## src/rtl/button_pkg.sv

```systemverilog
// Shared definitions for the push-button conditioner: FSM encoding and
// default timing constants for a 50 MHz system clock.
package button_pkg;

    typedef enum logic [2:0] {
        IDLE         = 3'd0,
        PRESS_WAIT   = 3'd1,
        HELD         = 3'd2,
        LONG_HELD    = 3'd3,
        RELEASE_WAIT = 3'd4
    } btn_state_t;

    // 10 ms debounce window and 1 s long-press threshold at 50 MHz
    localparam int unsigned DEB_10MS = 500000;
    localparam int unsigned HOLD_1S  = 50000000;

endpackage

```

## src/rtl/sync_2ff.sv

```systemverilog
// Two-flop synchroniser for a single asynchronous pad input; resets to 0.
module sync_2ff (
    input  logic clk,
    input  logic reset,
    input  logic d,
    output logic q
);

    logic s1;

    always_ff @(posedge clk or negedge reset) begin
        if (!reset) begin
            s1 <= 1'b0;
            q  <= 1'b0;
        end else begin
            s1 <= d;
            q  <= s1;
        end
    end

endmodule

```

## src/rtl/button_conditioner.sv

```systemverilog
// Synchronises and debounces a raw push-button pin, producing a clean level
// plus one-cycle press, release and long-press pulses, all registered.
module button_conditioner
    import button_pkg::*;
#(
    parameter int unsigned DEBOUNCE_CYCLES = DEB_10MS,
    parameter int unsigned HOLD_CYCLES     = HOLD_1S
) (
    input  logic clk,
    input  logic reset,
    input  logic btn_raw,
    output logic level,
    output logic press,
    output logic release_pulse,
    output logic long_press
);

    localparam int DW = $clog2(DEBOUNCE_CYCLES + 1);
    localparam int HW = $clog2(HOLD_CYCLES + 1);
    localparam logic [DW-1:0] DEB_MAX   = DW'(DEBOUNCE_CYCLES);
    localparam logic [DW-1:0] DEB_ONE   = DW'(1);
    localparam logic [HW-1:0] HOLD_MAX  = HW'(HOLD_CYCLES);
    localparam logic [HW-1:0] HOLD_LAST = HW'(HOLD_CYCLES - 1);
    localparam logic [HW-1:0] HOLD_ONE  = HW'(1);
    // A one-sample window accepts a level change on the first differing sample
    localparam bit FAST = (DEBOUNCE_CYCLES == 1);

    btn_state_t    state, state_nxt;
    logic [DW-1:0] deb_cnt, deb_nxt;
    logic [HW-1:0] hold_cnt, hold_nxt;
    logic          was_long, was_long_nxt;
    logic          s;
    logic          level_nxt, press_nxt, release_nxt, long_nxt;

    sync_2ff u_sync (
        .clk   (clk),
        .reset (reset),
        .d     (btn_raw),
        .q     (s)
    );

    always_ff @(posedge clk or negedge reset) begin
        if (!reset) begin
            state         <= IDLE;
            deb_cnt       <= '0;
            hold_cnt      <= '0;
            was_long      <= 1'b0;
            level         <= 1'b0;
            press         <= 1'b0;
            release_pulse <= 1'b0;
            long_press    <= 1'b0;
        end else begin
            state         <= state_nxt;
            deb_cnt       <= deb_nxt;
            hold_cnt      <= hold_nxt;
            was_long      <= was_long_nxt;
            level         <= level_nxt;
            press         <= press_nxt;
            release_pulse <= release_nxt;
            long_press    <= long_nxt;
        end
    end

    always_comb begin
        state_nxt    = state;
        deb_nxt      = deb_cnt;
        hold_nxt     = hold_cnt;
        was_long_nxt = was_long;
        unique case (state)
            IDLE: begin
                deb_nxt = '0;
                if (s) begin
                    if (FAST) begin
                        state_nxt = HELD;
                        hold_nxt  = '0;
                    end else begin
                        state_nxt = PRESS_WAIT;
                        deb_nxt   = DEB_ONE;
                    end
                end
            end
            PRESS_WAIT: begin
                if (!s) begin
                    state_nxt = IDLE;
                    deb_nxt   = '0;
                end else if (deb_cnt == DEB_MAX) begin
                    state_nxt = HELD;
                    deb_nxt   = '0;
                    hold_nxt  = '0;
                end else begin
                    deb_nxt = deb_cnt + DEB_ONE;
                end
            end
            HELD: begin
                // Reaching the hold threshold wins; a low sample is then handled from LONG_HELD
                if (hold_cnt == HOLD_LAST) begin
                    state_nxt = LONG_HELD;
                    hold_nxt  = HOLD_MAX;
                end else begin
                    hold_nxt = hold_cnt + HOLD_ONE;
                    if (!s) begin
                        was_long_nxt = 1'b0;
                        if (FAST) begin
                            state_nxt = IDLE;
                        end else begin
                            state_nxt = RELEASE_WAIT;
                            deb_nxt   = DEB_ONE;
                        end
                    end
                end
            end
            LONG_HELD: begin
                if (!s) begin
                    was_long_nxt = 1'b1;
                    if (FAST) begin
                        state_nxt = IDLE;
                    end else begin
                        state_nxt = RELEASE_WAIT;
                        deb_nxt   = DEB_ONE;
                    end
                end
            end
            RELEASE_WAIT: begin
                if (s) begin
                    state_nxt = was_long ? LONG_HELD : HELD;
                    deb_nxt   = '0;
                end else if (deb_cnt == DEB_MAX) begin
                    state_nxt = IDLE;
                    deb_nxt   = '0;
                end else begin
                    deb_nxt = deb_cnt + DEB_ONE;
                end
            end
            default: begin
                state_nxt    = IDLE;
                deb_nxt      = '0;
                hold_nxt     = '0;
                was_long_nxt = 1'b0;
            end
        endcase
    end

    // Pulses are decoded from the transition being taken, then registered
    always_comb begin
        level_nxt   = (state_nxt == HELD) || (state_nxt == LONG_HELD) ||
                      (state_nxt == RELEASE_WAIT);
        press_nxt   = ((state == IDLE) || (state == PRESS_WAIT)) && (state_nxt == HELD);
        release_nxt = ((state == HELD) || (state == LONG_HELD) ||
                       (state == RELEASE_WAIT)) && (state_nxt == IDLE);
        long_nxt    = (state == HELD) && (state_nxt == LONG_HELD);
    end

endmodule

```

## config.mk

```make
export PLATFORM = sky130hd
export DESIGN_NAME = button_conditioner
export DESIGN_NICKNAME = d
export VERILOG_FILES = /design/src/rtl/button_pkg.sv /design/src/rtl/sync_2ff.sv /design/src/rtl/button_conditioner.sv
export SDC_FILE = /design/constraint.sdc
export NUM_CORES = 1
export LEC_CHECK = 0
export ABC_AREA = 1
export BUFFER_PORTS_ARGS = -buffer_cell sky130_fd_sc_hd__buf_2
export CAP_MARGIN = 10
export CORE_MARGIN = 1.5
export CORE_UTILIZATION = 38
export DETAILED_ROUTE_END_ITERATION = 6
export GPL_TIMING_DRIVEN = 0
export PLACE_DENSITY_LB_ADDON = 0.1
export SYNTH_ARGS = -nofsm -noshare
export SYNTH_HDL_FRONTEND = slang
export SYNTH_SLANG_ARGS = --single-unit
export TNS_END_PERCENT = 20
```

## constraint.sdc

```tcl
create_clock -name clk -period 2.01 [get_ports clk]
set_clock_uncertainty 0.2 [all_clocks]
set_input_delay 0.201 -clock clk [delete_from_list [all_inputs] [get_ports clk]]
set_output_delay 0.201 -clock clk [all_outputs]
set_load 0.1 [all_outputs]
```

==> Yosys cells after proc, flatten, opt, wreduce, memory -nomap -nowiden <==
Cells that the tools add are included.
{ "classes": {"add_sub_neg": 2, "bitwise": 2, "n_reduce_logical": 14, "mux": 24, "eq_ne": 14} }
{ "op_table": {"columns": ["operator", "n"], "rows": [
  ["two-way mux 19 bit", 5],
  ["case mux 19 bit (5 select lines)", 1],
  ["two-way mux 26 bit", 3],
  ["case mux 26 bit (3 select lines)", 1],
  ["adder 26 x 1 -> 26 bit (second input constant)", 1],
  ["== test 26 bit (second input constant)", 1],
  ["two-way mux 3 bit", 7],
  ["adder 19 x 1 -> 19 bit (second input constant)", 1],
  ["== test 19 bit (second input constant)", 1],
  ["case mux 3 bit (5 select lines)", 1],
  ["== test 3 x 2 -> 1 bit (second input constant)", 4],
  ["inequality test 2 bit (second input constant)", 4],
  ["== test 3 bit (second input constant)", 2],
  ["zero test 3 bit", 2],
  ["OR reduction 3 bit", 2],
  ["logical OR 1 bit", 5],
  ["two-way mux 1 bit", 5],
  ["AND reduction 4 bit", 1],
  ["== test 3 x 1 -> 1 bit (second input constant)", 1],
  ["logical AND 1 bit", 3],
  ["case mux 1 bit (3 select lines)", 1],
  ["AND reduction 3 bit", 1],
  ["inequality test 2 x 1 -> 1 bit (second input constant)", 1],
  ["inverter 1 bit", 2]
]} }
{ "word_totals": {"output_inout_bits": 4, "word_cells": 66, "register_bits": 55, "input_bits": 3} }

==> Depth between registers and ports, before layout <==
Gate-level depths: netlist of run 1.
{ "depth": {"ltp_word": 7, "mapped_depth": 11, "mapped_depth_nobuf": 10} }

==> By module <==
From an unflattened synthesis of run 1, not the netlist that was laid out.
{ "unflattened": {"cells_unflattened": 561, "area_unflattened_um2": 3729.8} }
{ "by_module_without_submodules": {"columns": ["mod", "seq_area_each_um2", "n_inst", "area_each_um2", "cells_per_inst"], "rows": [
  ["button_conditioner", 1326.3, 1, 3679.8, 559],
  ["sync_2ff", 50.0, 1, 50.0, 2]
]} }

==> Worst setup path before layout of run 1 <==
No wires, ideal clock.
{ "synth_timing": {"path_type": "register -> register", "startpoint": "register hold_cnt[0]", "endpoint": "register hold_cnt[16]", "path_stages_with_launch": 10, "t_required_ps": 1683, "path_slack_ps": 183, "arrival_ps": 1500, "setup_time_ps": 127, "n_path_buf": 0, "period_less_slack_ps": 1827, "cell_sequence": "dfrtp_1 > ha_1 > nand2_2 > nor2_4 > nand2_4 > nor2_2 > inv_1 > nor2_1 > xor2_1 > o21ai_0"} }
{ "synth_via": {"elab_chain_cells": 3, "word_cells_on_any_way": 4, "cone_classes": "add/sub (1); eq/ne (1); mux (2)"} }
{ "synth_rtl": {"columns": ["element", "line", "text"], "rows": [
  ["from (decl)", "button_conditioner.sv:30", "logic [HW-1:0] hold_cnt, hold_nxt;"],
  ["from (signal assigned)", "button_conditioner.sv:55", "hold_cnt <= hold_nxt;"],
  ["adder 26 x 1 -> 26 bit or == test 26 bit (tied branches)", "button_conditioner.sv:100, button_conditioner.sv:96", null],
  ["two-way mux 26 bit (*)", "button_conditioner.sv:96", "if (hold_cnt == HOLD_LAST) begin"],
  ["case mux 26 bit (3 select lines) (*)", "button_conditioner.sv:69", "unique case (state)"]
]} }
Every way passes the cells marked *; elsewhere a longest branch is shown, timed or not.
A chain may end at the register's enable or synchronous reset.

==> Worst setup path after layout of run 1 <==
{ "layout_timing": {"startpoint": "register deb_cnt[0]", "endpoint": "register deb_cnt[8]"} }
{ "layout_via": {"elab_chain_cells": 4, "word_cells_on_any_way": 6, "cone_classes": "add/sub (1); eq/ne (1); mux (4)"} }
{ "layout_rtl": {"columns": ["element", "line", "text"], "rows": [
  ["from (decl)", "button_conditioner.sv:29", "logic [DW-1:0] deb_cnt, deb_nxt;"],
  ["from (signal assigned)", "button_conditioner.sv:54", "deb_cnt <= deb_nxt;"],
  ["adder 19 x 1 -> 19 bit or == test 19 bit (tied branches)", null, null],
  ["two-way mux 19 bit (*)", "button_conditioner.sv:86, button_conditioner.sv:127", null],
  ["two-way mux 19 bit, on equally long branches", "button_conditioner.sv:124, button_conditioner.sv:83", null],
  ["case mux 19 bit (5 select lines) (*)", "button_conditioner.sv:69", null]
]} }
Marks and branches as above.

==> results of run 1 <==
-- final timing paths --
path,start,endpoint,slack [ns],cells past startpoint
hold / removal,u_sync.s1,u_sync.q,0.16,0
max in group asynchronous,reset,deb_cnt[0],0.87,3
setup reg to reg,deb_cnt[0],deb_cnt[8],0.10,7
setup / recovery,deb_cnt[0],deb_cnt[8],0.10,7
hold reg to reg,u_sync.s1,u_sync.q,0.16,0
min in group asynchronous,reset,deb_cnt[11],0.17,2
-- layout make-up --
class / count / area [µm²]
fill: 1038 / 5409
multi-input combinational: 439 / 2230
sequential: 55 / 1380
inverter: 58 / 217.7
tap: 133 / 166.4
timing repair buffer: 18 / 137.6
buffer: 13 / 118.9
clock buffer: 5 / 68.82
clock inverter: 3 / 46.29
-- registers in the layout (all words and copies together) (netlist names) --
register / count
was_long: 1
u_sync.s1: 1
state: 3
long_press: 1
hold_cnt: 26
u_sync.q: 1
press: 1
deb_cnt: 19
release_pulse: 1
level: 1
-- kinds of logic (layout without fill, tap and decap cells) --
kind of cell    count (synthesis)  in the layout
simple gates                  390            390
buf+inv                        71             97
flops                          55             55
compound gates                 27             27
xor+xnor                       19             19
fa+ha+maj                       3              3
-- worst max-delay path, cell delays in order, from the launching register on --
cell     delay [ns]
dfrtp_2        0.47
inv_2          0.10
ha_2           0.21
nand2_1        0.06
nor2_1         0.15
nand4_1        0.32
nand4_1        0.20
nand3_1        0.09
-- power breakdown --
group / total [mW] / leakage (nW) / internal, mW / switching [mW]
registers: 1.13 / 0.756 / 1.12 / 0.0151
logic: 0.218 / 1.17 / 0.0800 / 0.138
clock network: 0.794 / 0.0548 / 0.377 / 0.417
total: 2.14 / 1.99 / 1.57 / 0.570
-- per-stage QoR --
step / hold WS, ns / cell area (µm²) / std cells
2_1_floorplan: -0.2946 / 3840 / 565
3_3_place_gp: 0.1093 / 4036 / 704
3_5_place_dp: -0.007998 / 4056 / 705
4_1_cts: 0.1641 / 4248 / 717
5_1_grt: 0.1800 / 4365 / 724
6_report: 0.1614 / 4365 / 724
-- per-layer routing --
| metal | vias up | global-route usage, % | routed length (µm) |
|---|---|---|---|
| met2 | 82 | 27.52 | 4068 |
| met1 | 1675 | 31.89 | 5576 |
| met3 | 8 | 2.643 | 460 |
| met5 | - | 0 | 0 |
| li1 | 1861 | - | - |
| met4 | 0 | 4.960 | 103 |
-- cell usage after synthesis --
cell / n
a21o_1: 1
a21oi_1: 5
and2_1: 1
buf_12: 1
buf_2: 9
clkbuf_8: 3
dfrtp_1: 55
ha_1: 3
inv_1: 57
inv_2: 1
nand2_1: 175
nand2_2: 8
nand2_4: 2
nand3_1: 48
nand3_2: 9
nand3_4: 1
nand3b_1: 3
nand4_1: 32
nor2_1: 84
nor2_2: 5
nor2_4: 2
nor3_1: 14
nor3_2: 2
o21a_1: 1
o21ai_0: 11
o21ai_1: 7
o21bai_1: 1
o31ai_1: 1
or2_1: 1
or2_2: 3
xnor2_1: 5
xor2_1: 14
-- repair_timing --
action	in CTS	in global routing
gates resized for setup	11	18
endpoints found under the setup margin	45	40
hold buffers	2	0
buffers inserted	2	7
hold endpoints to repair	19	0
pin swaps	1	2
==> flow_summary.toml, run 1 <==
[routing]
vias_per_cell = 5.008
wirelength_um = 10210
firstDrtPassIters = 5
routedWlPerCell_um = 14.10
drt_iter0_drc = 247
postRouteAntennaNets = 0
drc_errors = 0
num_vias = 3626

[global_route]
overflow = 0
grt_pass1_vias = 3219
grt_usage_pct = 19.82
grt_start_max_net_pins = 38
grt_first_pass_wirelength_um = 17110
antenna_found_initial = 0

[finish]
area.growth.synth_to_final_pct = 13.69
drive_above_1_share_pct = 14.72
layout_commonest_cell = "nand2_1"
fin_nets = 596
mostFrequentLayoutCells = "nand2_1, nor2_1, inv_1, dfrtp_1, nand3_1"
insertedDiodeCount = 0
final_util_pct = 44.66

[pwr]
vdd_ir_drop_max_uv = 300.9
power_mw = 2.144
power.leakage_nw = 1.985
p_per_area_nw_per_um2 = 491.0

[cts]
cts_tree = "yes"
clock_path_buffers = 2
cts_buffers = 5
cts-root-buf = "clkbuf_8"
path_clk_slew_ns = 0.11
cts.sinks = 55
htreeDepth = 2
clk_latency_ns = 0.33

[place]
dp_hpwl_um = 7769
port_buffers = 6
gp_congestion = 0.8755
dp_slack_ns = -0.2111

[yosys]
synth_fa_ha_area_share_pct = 0.9775
yosysTopAreaCellShare_pct = 35.84
synth-seq-cells = 55
muxShareOfSynthArea_pct = 0
synth_compound_area_share_pct = 3.780
synth_top_cell_by_area = "dfrtp_1"
ys_seq_area_share_pct = 35.84
synthSimpleGateAreaFrac_pct = 46.63
ys_warn_count = 0
synthCells = 565
syn_avg_cell_area_um2 = 6.796
syn_nets = 571
synth_top_family_by_area = "simple AND/OR/NAND/NOR gates"
synthTopCellsByArea = "dfrtp_1, nand2_1, nor2_1"
synthXorXnorAreaFrac_pct = 4.334
synth_area_um2 = 3840
synth_cell_type_count = 32

[sta]
setup_viol = 0
relSlewSlack_pct = 68.27
fin_crit_ns = 1.908
finalSetupTns_ns = 0
finalHoldViolCount = 0
tightestPinTransition_ns = 0.4759
min_period_over_period_pct = 94.94
slew_viol_final = 0
rsz0062_at_grt = "true"
setup_slack_ns = 0.1018
clock.fmax_ghz = 0.5241

[worst_setup_path]
endpoint_kind = "flip-flop"
worstSetupPathType = "reg -> reg"
cp-start-kind = "flip-flop"
worstPathMaxFanout = 6
arrival_ns = 1.91
worstPathRequired_ns = 2.01

[die]
boundaryPins = 7
rows = 36
dieArea_um2 = 10720
initial_utilization_pct = 39.29
die_h_um = 103.5
core_region_area_um2 = 9774
die_x_um = 103.5

[outcome]
status = "completed"

[hold_path]
hold_path.class = "reg -> reg"

[flow_run]
cap_violations = 0
No activity file was read; power rests on OpenSTA's default activity.
==> run 2, diff against run 1 <==
CORE_MARGIN = default   (was 1.5)
==> flow_summary.toml, run 2 (synthesis results as in run 1) <==
[outcome]
status = "completed"

[pwr]
power.leakage_nw = 1.970
power_mw = 2.022
p_per_area_nw_per_um2 = 468.9
vdd_ir_drop_max_uv = 290.0

[sta]
slew_viol_final = 0
holdWs_ns = 0.1621
clock.fmax_ghz = 0.5229
relSlewSlack_pct = 66.03
finalHoldViolCount = 0
setup_viol = 0
tightestPinTransition_ns = 0.5096
setup_slack_ns = 0.09741
min_period_over_period_pct = 95.15
fin_crit_ns = 1.913

[finish]
fin_nets = 595
layout_commonest_cell = "nand2_1"
fillCellCount = 1024
drive_above_1_share_pct = 13.75
fin_area_um2 = 4313
mostFrequentLayoutCells = "nand2_1, nor2_1, inv_1, dfrtp_1, nand3_1"
top_register = "hold_cnt"
final_util_pct = 44.12
reg_top3 = "hold_cnt x26, deb_cnt x19, state x3"
insertedDiodeCount = 0
largest_register_ffs = 26
area.growth.synth_to_final_pct = 12.32

[worst_setup_path]
arrival_ns = 1.92
reg2regPathDepth = 10
r2r_slack_ns = 0.1
endpoint_kind = "flip-flop"
cp-start-kind = "flip-flop"
rr_startpoint = "deb_cnt[0]"
worstSetupPathType = "reg -> reg"
worstPathMaxFanout = 5
worstReg2RegEnd = "hold_cnt[13]"
worstPathRequired_ns = 2.02

[die]
die_h_um = 102.5
dieArea_um2 = 10510
initial_utilization_pct = 39.29
rows = 36
die_x_um = 102.5
core_region_area_um2 = 9774
boundaryPins = 7

[hold_path]
hold_path.class = "in -> async"

[routing]
vias_per_cell = 4.956
drt_iter0_drc = 210
routedWlPerCell_um = 14.19
wirelength_um = 10250
num_vias = 3578
postRouteAntennaNets = 0
firstDrtPassIters = 5
drc_errors = 0

[cts]
cts-root-buf = "clkbuf_8"
htreeDepth = 2
cts_buffers = 5
clk_latency_ns = 0.33
cts.sinks = 55
cts_tree = "yes"
clock_path_buffers = 2
path_clk_slew_ns = 0.11

[global_route]
overflow = 0
grt_usage_pct = 21.65
grt_first_pass_wirelength_um = 17170
grt_pass1_vias = 3331
antenna_found_initial = 0
grt_start_max_net_pins = 38

[place]
dpl_cell_area_um2 = 4056
dp_slack_ns = -0.2107
dp_hpwl_um = 7796
gp_congestion = 0.8995
port_buffers = 6

[flow_run]
cap_violations = 0
## run 2: cell count changes in the layout (fill, tap and decap cells not counted), sizes merged
cell | before | now
inv | 59 | 58
clkinvlp | 1 | 0
buf | 26 | 25
bufinv | 1 | 0
clkbuf | 8 | 9
clkinv | 0 | 1
## run 2: repair_timing
item	4_1_cts	5_1_grt
hold endpoints to repair	19	0
hold buffers	2	0
cloned	0	0
pin swaps	1	2
buffers inserted	3	5
setup endpoints to repair	43	42
gates resized for setup	10	15
## run 2: per-stage QoR
stage / std cells / TNS, ns
after floorplan: 565 / 0
after detailed placement: 705 / -4.342
after global routing: 722 / -0.09725
after global placement: 704 / -5.124
after CTS: 717 / 0
final: 722 / 0
## run 2: routing by layer
metal  GRT usage, %  part of all wire [%]  vias up  wire (µm)
met1          34.17                    55     1630       5659
met3          4.203                   4.3        8        442
met4          5.385                   1.0        0        106
li1               -                     -     1859          -
met5              0                     0        -          0
met2          29.64                    39       81       4038
## run 2: layout make-up
| class | instances | area, µm² | share of cell area, % |
|---|---|---|---|
| Timing Repair Buffer | 17 | 130.1 | 3.017 |
| Tap cell | 133 | 166.4 | 3.858 |
| Clock buffer | 6 | 82.58 | 1.915 |
| Buffer | 13 | 118.9 | 2.756 |
| Inverter | 58 | 217.7 | 5.048 |
| Sequential cell | 55 | 1381 | 32.03 |
| Multi-Input combinational cell | 439 | 2211 | 51.26 |
| Clock inverter | 1 | 5.005 | 0.1160 |
## run 2: critical path: stages, from the launching register on
cell and delay [ns]:
dfrtp_2 0.43, inv_1 0.12, ha_2 0.23, nand4_1 0.11, nor2_1 0.11, nand2_1 0.06, nand2_1 0.13, nand3_4 0.12
buf_4 0.17, nand2_1 0.05, o21ai_0 0.08
## run 2: worst max path at each step
stage | startpoint | end | slack [ns] | depth (start not counted)
finish | deb_cnt[0] | hold_cnt[13] | 0.1 | 10
global route | deb_cnt[0] | hold_cnt[12] | -0.01 | 10
CTS | hold_cnt[0] | deb_cnt[14] | 0.01 | 10
detailed placement | deb_cnt[0] | deb_cnt[14] | -0.21 | 8
global placement | hold_cnt[0] | hold_cnt[16] | -0.21 | 9
floorplan | hold_cnt[0] | hold_cnt[16] | 0.18 | 9
## run 2: where the power goes
group          leakage (nW)  internal [mW]  switching [mW]
clock                0.0470          0.273           0.401
combinational          1.17         0.0796           0.140
sequential            0.754           1.12          0.0111
==> run 3, diff against run 2 <==
CELL_PAD_IN_SITES_DETAIL_PLACEMENT = 1   (was default)
CELL_PAD_IN_SITES_GLOBAL_PLACEMENT = 1   (was default)
==> flow_summary.toml, run 3 (synthesis results as in run 1) <==
[worst_setup_path]
cp_cell_sequence = "inv_2 > ha_4 > nand4_1 > nor2_1 > nand2_1 > nand2_2 > nand3_4 > clkbuf_4 > nand2_1 > nand2_1"
cp-start-kind = "flip-flop"
worstPathRequired_ns = 2.05
worstSetupPathType = "reg -> reg"
worstPathMaxFanout = 10
endpoint_kind = "flip-flop"
crit_path_frequent_cell = "nand2_1"
crit_family = "simple AND/OR/NAND/NOR gates"
cp.buffers_inverters = 2
cp_slowest_stage_delay_ns = 0.47
slowest_stage = "dfrtp_2"
arrival_ns = 1.94

[global_route]
antenna_found_initial = 0
grt_first_pass_wirelength_um = 19500
grt_start_max_net_pins = 33
grt_usage_pct = 24.47
overflow = 0
grt_pass1_vias = 3822

[finish]
area.growth.synth_to_final_pct = 13.69
top_register = "hold_cnt"
ff_latch_area_um2 = 1380
insertedDiodeCount = 0
reg_top3 = "hold_cnt x26, deb_cnt x19, state x3"
mostFrequentLayoutCells = "nand2_1, nor2_1, inv_1, dfrtp_1, nand3_1"
drive_above_1_share_pct = 14.92
layout_commonest_cell = "nand2_1"
fin_nets = 595
multi_input_area_um2 = 2250
largest_register_ffs = 26
fillCellCount = 1306

[die]
initial_utilization_pct = 39.29
rows = 36
die_x_um = 102.5
dieArea_um2 = 10510
die_h_um = 102.5
boundaryPins = 7
core_region_area_um2 = 9774

[sta]
relSlewSlack_pct = 60.77
clock.fmax_ghz = 0.5270
tightestPinTransition_ns = 0.5885
slew_viol_final = 0
setup_slack_ns = 0.1123
finalHoldViolCount = 0
holdWs_ns = 0.1698
setup_viol = 0
fin_crit_ns = 1.898
finalSetupTns_ns = 0
min_period_over_period_pct = 94.41

[pwr]
power_mw = 2.084
vdd_ir_drop_max_uv = 372.7
p_per_area_nw_per_um2 = 477.3
power.leakage_nw = 1.983

[outcome]
status = "completed"

[routing]
postRouteAntennaNets = 0
firstDrtPassIters = 4
drc_errors = 0
num_vias = 3774
routedWlPerCell_um = 15.96
wirelength_um = 11540
drt_iter0_drc = 168
vias_per_cell = 5.220

[place]
dp_hpwl_um = 8972
port_buffers = 6
dp_slack_ns = -0.2690
gp_congestion = 0.8704

[flow_run]
cap_violations = 0

[cts]
cts_buffers = 5
htreeDepth = 2
cts.sinks = 55
clock_path_buffers = 2
path_clk_slew_ns = 0.12
clk_latency_ns = 0.34
cts_tree = "yes"
cts-root-buf = "clkbuf_8"

[hold_path]
hold_path.class = "reg -> reg"
## run 3: worst paths after layout
| path | start | endpoint | slack [ns] | cells after the start |
|---|---|---|---|---|
| max | deb_cnt[0] | hold_cnt[6] | 0.11 | 10 |
| min | u_sync.s1 | u_sync.q | 0.17 | 0 |
| max reg2reg | deb_cnt[0] | hold_cnt[6] | 0.11 | 10 |
| min reg2reg | u_sync.s1 | u_sync.q | 0.17 | 0 |
| max in group asynchronous | reset | deb_cnt[0] | 0.79 | 3 |
| min in group asynchronous | reset | hold_cnt[14] | 0.21 | 2 |
## run 3: layout make-up
| class | count | area share [%] |
|---|---|---|
| inverters | 58 | 4.987 |
| multi-input cells | 439 | 51.53 |
| flip-flops and latches | 55 | 31.61 |
| plain buffers | 13 | 2.780 |
| repair buffers | 17 | 2.981 |
| clock buffers | 6 | 1.892 |
| clock inverters | 2 | 0.4013 |
| well taps | 133 | 3.812 |
## run 3: routing by layer
| layer | up-vias | global-route usage, % | share of wire (%) |
|---|---|---|---|
| li1 | 1860 | - | - |
| met1 | 1873 | 36.73 | 51 |
| met2 | 33 | 37.33 | 45 |
| met3 | 8 | 3.525 | 3.0 |
| met4 | 0 | 4.835 | 0.86 |
| met5 | - | 0 | 0 |
## run 3: worst register-to-register path, stage by stage, from the launching register on
cell	delay, ns
dfrtp_2	0.47
inv_2	0.13
ha_4	0.16
nand4_1	0.09
nor2_1	0.10
nand2_1	0.10
nand2_2	0.10
nand3_4	0.10
clkbuf_4	0.21
nand2_1	0.08
nand2_1	0.06
## run 3: power breakdown
group          leakage (nW)  internal [mW]  switching (mW)  total (mW)
Sequential            0.756           1.12          0.0146        1.13
Clock                0.0522          0.291           0.443       0.734
Combinational          1.17         0.0770           0.141       0.218
Total                  1.98           1.48           0.599        2.08
## run 3: through the flow
stage	util, %	instance area (µm²)	cells
CTS	43.64	4265	721
detailed placement	41.50	4056	705
global placement	41.30	4036	704
floorplan	-	3840	565
global route	44.66	4365	723
finish	44.66	4365	723
## run 3: what timing repair did
action / 4_1_cts / 5_1_grt
buffers inserted: 6 / 2
pin swaps: 2 / 1
hold buffers: 2 / 0
hold endpoints to repair: 24 / 0
setup endpoints to repair: 47 / 31
resized for setup: 13 / 21
